==> config.mk <==
export PLATFORM = sky130hd
export DESIGN_NAME = cache_mem_arbiter
export DESIGN_NICKNAME = d
export VERILOG_FILES = /design/src/rtl/cache_mem_arbiter.sv
export SDC_FILE = /design/constraint.sdc
export NUM_CORES = 2
export LEC_CHECK = 0
export BUFFER_PORTS_ARGS = -buffer_cell sky130_fd_sc_hd__buf_2
export CORE_AREA = 2 2 392 394
export CTS_CLUSTER_SIZE = 14
export DETAILED_ROUTE_END_ITERATION = 16
export DIE_AREA = 0 0 394 396
export GPL_ROUTABILITY_DRIVEN = 1
export PLACE_DENSITY_LB_ADDON = 0.12
export SLEW_MARGIN = 20
export SYNTH_ARGS = -nofsm -noshare
export SYNTH_HDL_FRONTEND = slang
export SYNTH_SLANG_ARGS = --single-unit
export TNS_END_PERCENT = 20
==> constraint.sdc <==
create_clock -name clk -period 3.7 [get_ports clk]
set_input_delay 0.37 -clock clk [delete_from_list [all_inputs] [get_ports clk]]
set_output_delay 0.37 -clock clk [all_outputs]
set_load 0.005 [all_outputs]
==> src/rtl/cache_mem_arbiter.sv <==
// rtl/cache_mem_arbiter.sv - icache/dcache arbiter onto one burst memory port
//
// Purpose: serves one cacheline transaction at a time, splitting a 256-bit
// line into BEATS bursts of BEAT_W bits (beat 0 = low bits) and returning a
// one-cycle *_resp to the owning cache.
// Ports:
//   clk, reset          clock, synchronous active-low reset
//   icache_*            icache line read request / line response
//   dcache_*            dcache line read or writeback request / line response
//   mem_*               burst port: held strobe + address, one mem_resp per beat
// Option: CACHE_ARB_RR_EN selects round-robin priority on conflicts; when
// undefined the dcache always wins.
module cache_mem_arbiter #(
  parameter int LINE_W = 256,
  parameter int BEAT_W = 64,
  parameter int BEATS  = LINE_W / BEAT_W
) (
  input  logic              clk,
  input  logic              reset,
  input  logic              icache_read,
  input  logic [31:0]       icache_addr,
  output logic [LINE_W-1:0] icache_rdata,
  output logic              icache_resp,
  input  logic              dcache_read,
  input  logic              dcache_write,
  input  logic [31:0]       dcache_addr,
  input  logic [LINE_W-1:0] dcache_wdata,
  output logic [LINE_W-1:0] dcache_rdata,
  output logic              dcache_resp,
  output logic              mem_read,
  output logic              mem_write,
  output logic [31:0]       mem_addr,
  output logic [BEAT_W-1:0] mem_wdata,
  input  logic [BEAT_W-1:0] mem_rdata,
  input  logic              mem_resp
);

  localparam int CNT_W = (BEATS > 1) ? $clog2(BEATS) : 1;
  localparam int OFF_W = $clog2(LINE_W / 8);

  typedef enum logic [2:0] {IDLE, I_RD, D_RD, D_WR, DONE} state_e;

  state_e            state_q;
  logic [CNT_W-1:0]  cnt_q;
  logic [31:0]       addr_q;
  logic [LINE_W-1:0] wdata_q;
  logic [LINE_W-1:0] i_rdata_q;
  logic [LINE_W-1:0] d_rdata_q;
  logic              mem_read_q;
  logic              mem_write_q;
  logic              i_resp_q;
  logic              d_resp_q;

  logic              dc_req;
  logic              dc_win_d;
  logic              last_beat;

  assign dc_req    = dcache_read | dcache_write;
  assign last_beat = (cnt_q == CNT_W'(BEATS - 1));

`ifdef CACHE_ARB_RR_EN
  // Client granted at the last conflict (0 = icache, 1 = dcache); only
  // conflicts move it, so a lone request never steals the other's turn.
  logic last_grant_q;

  assign dc_win_d = dc_req & (~icache_read | ~last_grant_q);

  always_ff @(posedge clk) begin
    if (!reset) begin
      last_grant_q <= 1'b0;
    end else if (state_q == IDLE && dc_req && icache_read) begin
      last_grant_q <= dc_win_d;
    end
  end
`else
  assign dc_win_d = dc_req;
`endif

  always_ff @(posedge clk) begin
    if (!reset) begin
      state_q     <= IDLE;
      cnt_q       <= '0;
      addr_q      <= '0;
      wdata_q     <= '0;
      i_rdata_q   <= '0;
      d_rdata_q   <= '0;
      mem_read_q  <= 1'b0;
      mem_write_q <= 1'b0;
      i_resp_q    <= 1'b0;
      d_resp_q    <= 1'b0;
    end else begin
      i_resp_q <= 1'b0;
      d_resp_q <= 1'b0;
      case (state_q)
        IDLE: begin
          cnt_q <= '0;
          if (dc_win_d) begin
            addr_q <= {dcache_addr[31:OFF_W], OFF_W'(0)};
            // A simultaneous read+write is illegal; the writeback wins.
            if (dcache_write) begin
              state_q     <= D_WR;
              mem_write_q <= 1'b1;
              wdata_q     <= dcache_wdata;
            end else begin
              state_q    <= D_RD;
              mem_read_q <= 1'b1;
            end
          end else if (icache_read) begin
            addr_q     <= {icache_addr[31:OFF_W], OFF_W'(0)};
            state_q    <= I_RD;
            mem_read_q <= 1'b1;
          end
        end
        I_RD, D_RD: begin
          if (mem_resp) begin
            // Beats shift in from the top so beat 0 ends in the low slice.
            if (state_q == D_RD) begin
              d_rdata_q <= {mem_rdata, d_rdata_q[LINE_W-1:BEAT_W]};
            end else begin
              i_rdata_q <= {mem_rdata, i_rdata_q[LINE_W-1:BEAT_W]};
            end
            cnt_q <= cnt_q + 1'b1;
            if (last_beat) begin
              state_q    <= DONE;
              mem_read_q <= 1'b0;
              if (state_q == D_RD) d_resp_q <= 1'b1;
              else                 i_resp_q <= 1'b1;
            end
          end
        end
        D_WR: begin
          if (mem_resp) begin
            // Low slice is always the current beat; shifting empties the line.
            wdata_q <= wdata_q >> BEAT_W;
            cnt_q   <= cnt_q + 1'b1;
            if (last_beat) begin
              state_q     <= DONE;
              mem_write_q <= 1'b0;
              d_resp_q    <= 1'b1;
            end
          end
        end
        DONE:    state_q <= IDLE;
        default: state_q <= IDLE;
      endcase
    end
  end

  assign icache_rdata = i_rdata_q;
  assign icache_resp  = i_resp_q;
  assign dcache_rdata = d_rdata_q;
  assign dcache_resp  = d_resp_q;
  assign mem_read     = mem_read_q;
  assign mem_write    = mem_write_q;
  assign mem_addr     = addr_q;
  assign mem_wdata    = wdata_q[BEAT_W-1:0];

endmodule

# Word-level counts from Yosys, hierarchy flattened
# Index checks and enable logic that the tools add are counted.
word_totals:
  word_cells: 73
  inputBits: 390
  output_inout_bits: 612
  register_bits: 809
op_classes:
  reduce_logical: 16
  n_bitwise: 2
  n_mux: 30
  n_eq_ne: 14
  addsub: 1
ops:
  columns: ["op", "count"]
  rows:
  - ["$mux W256", 3]
  - ["$pmux W256 S2", 1]
  - ["$mux W32", 2]
  - ["$mux W1", 14]
  - ["$mux W3", 4]
  - ["$ne A2 B2 Y1 const B", 6]
  - ["$reduce_and A5 Y1", 2]
  - ["$reduce_and A3 Y1", 3]
  - ["$reduce_and A4 Y1", 2]
  - ["$reduce_bool A2 Y1", 4]
  - ["$eq A3 B2 Y1 const B", 2]
  - ["$ne A3 B3 Y1 const B", 2]
  - ["$pmux W1 S2", 3]
  - ["$pmux W3 S2", 1]
  - ["$ne A2 B1 Y1 const B", 2]
  - ["$pmux W2 S2", 1]
  - ["$reduce_and A2 Y1", 2]
  - ["$eq A3 B1 Y1 const B", 1]
  - ["$logic_not A3 Y1", 1]
  - ["$reduce_or A3 Y1", 1]
  - ["$add A2 B1 Y2 const B", 1]
  - ["$eq A2 B2 Y1 const B", 1]
  - ["$mux W2", 1]
  - ["$reduce_or A2 Y1", 1]
  - ["other kinds (2)", 2]

# Depth between registers and ports, before layout
depth:
  ltp_word: 5
  ltp_mapped: 7
  ltp_nobuf: 4

# Worst setup path before layout
# Ideal clock, no wire load.
synth_timing:
  path_kind: "register to register"
  from: "reg state_q[2]"
  to: "reg wdata_q[205]"
  period_less_slack_ns: 1.660
  setup_ns: 0.132
  stages_incl_launch_ff: 7
  path_slack_ns: 2.040
  required_time_ns: 3.568
  path_buffers: 3
  arrival_ns: 1.528
  cell_sequence: "dfxtp_1 -> buf_2 -> or4b_1 -> clkbuf_1 -> buf_1 -> nand3_1 -> a21oi_1"
synth_between:
  elab_chain_len: 3
  elab_cells_between_ends: 8
  cone_classes: "4 x eq/ne; 1 x mux; 3 x reduce/logical"
synth_lines:
  columns: ["element", "line_no", "source"]
  rows:
  - ["from (decl)", "43", "state_e state_q;"]
  - ["from (signal assigned)", "81", "state_q <= IDLE;"]
  - ["from (signal assigned)", "101", "state_q <= D_WR;"]
  - ["from (signal assigned)", "105", "state_q <= D_RD;"]
  - ["$eq A3 B2 Y1 / $logic_not A3 Y1 (equally long branches)", "94", "case (state_q)"]
  - ["$ne A2 B2 Y1 (no source line) / $reduce_bool A2 Y1 (equally long branches)", null, null]
  - ["$reduce_and A4 Y1 (no source line)", null, null]
  - ["to (signal assigned)", "103", "wdata_q <= dcache_wdata;"]
  - ["to (signal assigned)", "134", "wdata_q <= wdata_q >> BEAT_W;"]
  - ["to (decl)", "46", "logic [LINE_W-1:0] wdata_q;"]
# Several ways; a longest one is shown, not always the timed one.
# A chain may end at the register's enable or synchronous reset.

# Worst setup path in the final report
layout_timing:
  from: "reg state_q[1]"
  to: "reg wdata_q[152]"
# The elaborated chain is that of the path after synthesis.

==> results.md <==
* Mapped Cells at 3877
* RePlAce Congestion at 0.812
* Most common cell on crit path: buf_12
* Worst slew margin at 38.0%
* CP required at 4280 ps
* Post-Syn Area at 30400 um2
* R2r setup slk at 1140 ps
* Final Slew Violations at 0
* Starting density of the core at 20.1%
* I/O pins at 1002
* P per Cell Area at 509 nW/um2
* CTS root buf: clkbuf_16
* Global-route wire length before repair at 227000 um
* RSZ-0062 raised after global routing: no
* Layout Nets at 5381
* Met1 usage at 23.0%
* Initial detailed-routing violation count at 2078
* Crit Path Category: reg2reg
* Count of input and output buffers at 986
* VDD IR max at 0.311 mV
* Clk sinks at 804
* Die X at 394 um
* Post-CTS setup buffer count at 0
* Crit. Startpoint: state_q[1]
* Tot GR Track Use at 19.5%
* Register bit total from synthesis at 804
* Routed vias/inst at 4.40
* Post-CTS sizing at 0
* Met3 Use GR at 6.76%
* # H-tree levels at 3
* Core area at 152000 um2
* Vert. Die Dim at 396 um
* Slowest CP cell: dfxtp_1
* Crit path cell chain: and3b_4 -> buf_12 -> buf_12 -> nand2_1 -> a311oi_1
* GR Overflow Total at 0
* DR WL/cell at 22.4 um
* DR pass1 iterations at 7
* Crit path max fanout at 60
* Clk slew on worst S/H paths at 60 ps
* Setup TNS Final at 0 ps
* Final Skew at 50.5 ps
* Die ar. at 156000 um2
* Final hold vios at 0
* Leakage at 17.8 nW
* Yosys cell types at 34
* Worst Hold Class: in2reg
* Total Routed Length at 159000 um
* Hold Startpoint: mem_rdata[54]
* Pin count of the biggest net entering global routing at 119
* Clock buffer depth at 3
* Critical path endpoint category: register
* Post-layout min period at 2560 ps
* Final setup viols at 0
* Worst-Margin Slew at 930 ps
* Post-route ant nets at 0
* DP HPWL at 114000 um
* CTS tree: built
* Crit path DAT at 3140 ps
* Critical R2R Launch: state_q[1]
* Layout cells sized above 1 at 24.1%
* Status: completed
* Max cap viols at 0
* Mapped Avg Cell Area at 7.85 um2
* Cts hold-fix bufs at 371
* Area added between synthesis and finish at 45.1%
* Total CTS buffers at 102
* Vias at 31400
* # DRC at 0
* Antenna violations before repair at 24
* Global route hottest layer: met2
* Vias in the first global route at 31100
* Tcrit/Tclk final at 69.1%
* Max Clock Freq at 0.391 GHz
* Max stage delay on crit path at 810 ps
* CP Launch Type: register
* M2 GR Usage at 33.8%
* Yosys Warn Count at 0
* Cell row count at 143
* Post-synthesis sequential area ratio at 52.9%
* Worst skew pair latency at 710 ps
* WHS at 44.6 ps
-- synth_stat cells (all sizes together) --
| cell | number | area, um2 |
|---|---|---|
| inv | 2 | 7.50 |
| nand2b | 1 | 6.26 |
| nor4 | 1 | 6.26 |
| nand4b | 1 | 8.76 |
| dfxtp | 804 | 16100 |
| a211oi | 1 | 7.51 |
| o21ba | 1 | 10.0 |
| nand4bb | 3 | 33.8 |
| a311oi | 219 | 1920 |
| and4b | 1 | 10.0 |
| nor4b | 2 | 32.5 |
| o21ai | 32 | 160 |
| nand3b | 4 | 30.0 |
| clkbuf | 214 | 805 |
| a21oi | 608 | 3040 |
| nand3 | 65 | 325 |
| nand2 | 1503 | 5640 |
| and2 | 1 | 6.26 |
| buf | 209 | 1210 |
| nor3 | 193 | 966 |
| xnor2 | 1 | 8.76 |
| nor2 | 3 | 11.3 |
| nor4bb | 2 | 20.0 |
| or3 | 1 | 6.26 |
| conb | 1 | 3.75 |
| or4b | 2 | 20.0 |
| ha | 1 | 12.5 |
| and3b | 1 | 8.76 |
-- registers in the layout, summed over array words and instances (netlist names) --
name          flops
cnt_q             2
dcache_rdata    256
dcache_resp       1
icache_rdata    256
icache_resp       1
mem_addr         27
mem_read          1
mem_write         1
state_q           3
wdata_q         256
-- layout make-up --
class / count / area, um2
tap: 2030 / 2540
fill: 16900 / 107000
timing repair buffer: 1428 / 9650
multi-input combinational: 2652 / 12400
sequential: 804 / 16100
clock buffer: 166 / 3110
clock inverter: 23 / 282
antenna: 19 / 47.5
inverter: 2 / 15.0
-- placed cells by master (no fill, tap or decap), types with 2 or more instances in the layout --
master	instances
o21ai_0	32
bufinv_16	2
nand3b_1	4
dfxtp_1	804
nor4bb_4	2
clkbuf_16	103
dlygate4sd3_1	372
clkbuf_8	30
conb_1	5
nand2_1	1502
clkinv_16	3
nand4bb_4	2
diode_2	19
buf_4	33
clkinv_2	11
buf_2	986
nor2_1	3
buf_12	37
nand3_1	65
clkinv_4	2
a21oi_1	608
clkinv_8	2
nor3_1	192
a311oi_1	219
inv_6	3
clkbuf_1	33
-- final timing paths --
check / endpoint / cells past startpoint
setup / recovery: wdata_q[152] / 5
hold / removal: dcache_rdata[246] / 3
setup reg to reg: wdata_q[152] / 5
hold reg to reg: icache_rdata[39] / 2
-- kinds of logic (layout without fill, tap and decap cells) --
group / count (synthesis) / count (layout) / share of synthesized area (%)
AO/OA/AOI/OAI: 861 / 861 / 16.9
XOR/XNOR: 1 / 1 / 0.0288
AND/OR/NAND/NOR: 1784 / 1784 / 23.4
adder cells (fa/ha/maj): 1 / 1 / 0.0411
buffers and inverters: 425 / 1619 / 6.66
other: 1 / 24 / 0.0123
flip-flops: 804 / 804 / 52.9
-- metal layers --
metal / up-vias / share of wire, %
li1: 15300 / -
met1: 15000 / 40
met2: 918 / 49
met3: 170 / 8.3
met4: 4 / 2.2
met5: - / 0.016
-- metrics by stage --
step	utilization (%)	setup slack (ps)	area [um2]	std cells	power [mW]
final	29.1	1140	44100	7124	22.5
after global placement	24.4	1130	37000	6544	12.2
after CTS	29.1	1120	44100	7104	22.9
after floorplan	-	2040	30400	3881	11.0
after global routing	29.1	915	44100	7112	23.5
after detailed placement	24.4	1110	37000	6544	12.2
-- power breakdown --
part	leakage (nW)	internal, mW	switching (mW)
clock network	1.67	5.90	4.23
logic	9.64	1.18	1.73
registers	6.54	9.12	0.322
-- worst max-delay path: cells and delay by family, from the launching register on --
| family | cells | cell delay [ps] |
|---|---|---|
| flops | 1 | 810 |
| simple gates | 2 | 760 |
| buf+inv | 2 | 550 |
| compound gates | 1 | 250 |
Note: power is estimated with default switching activity, not from simulation.
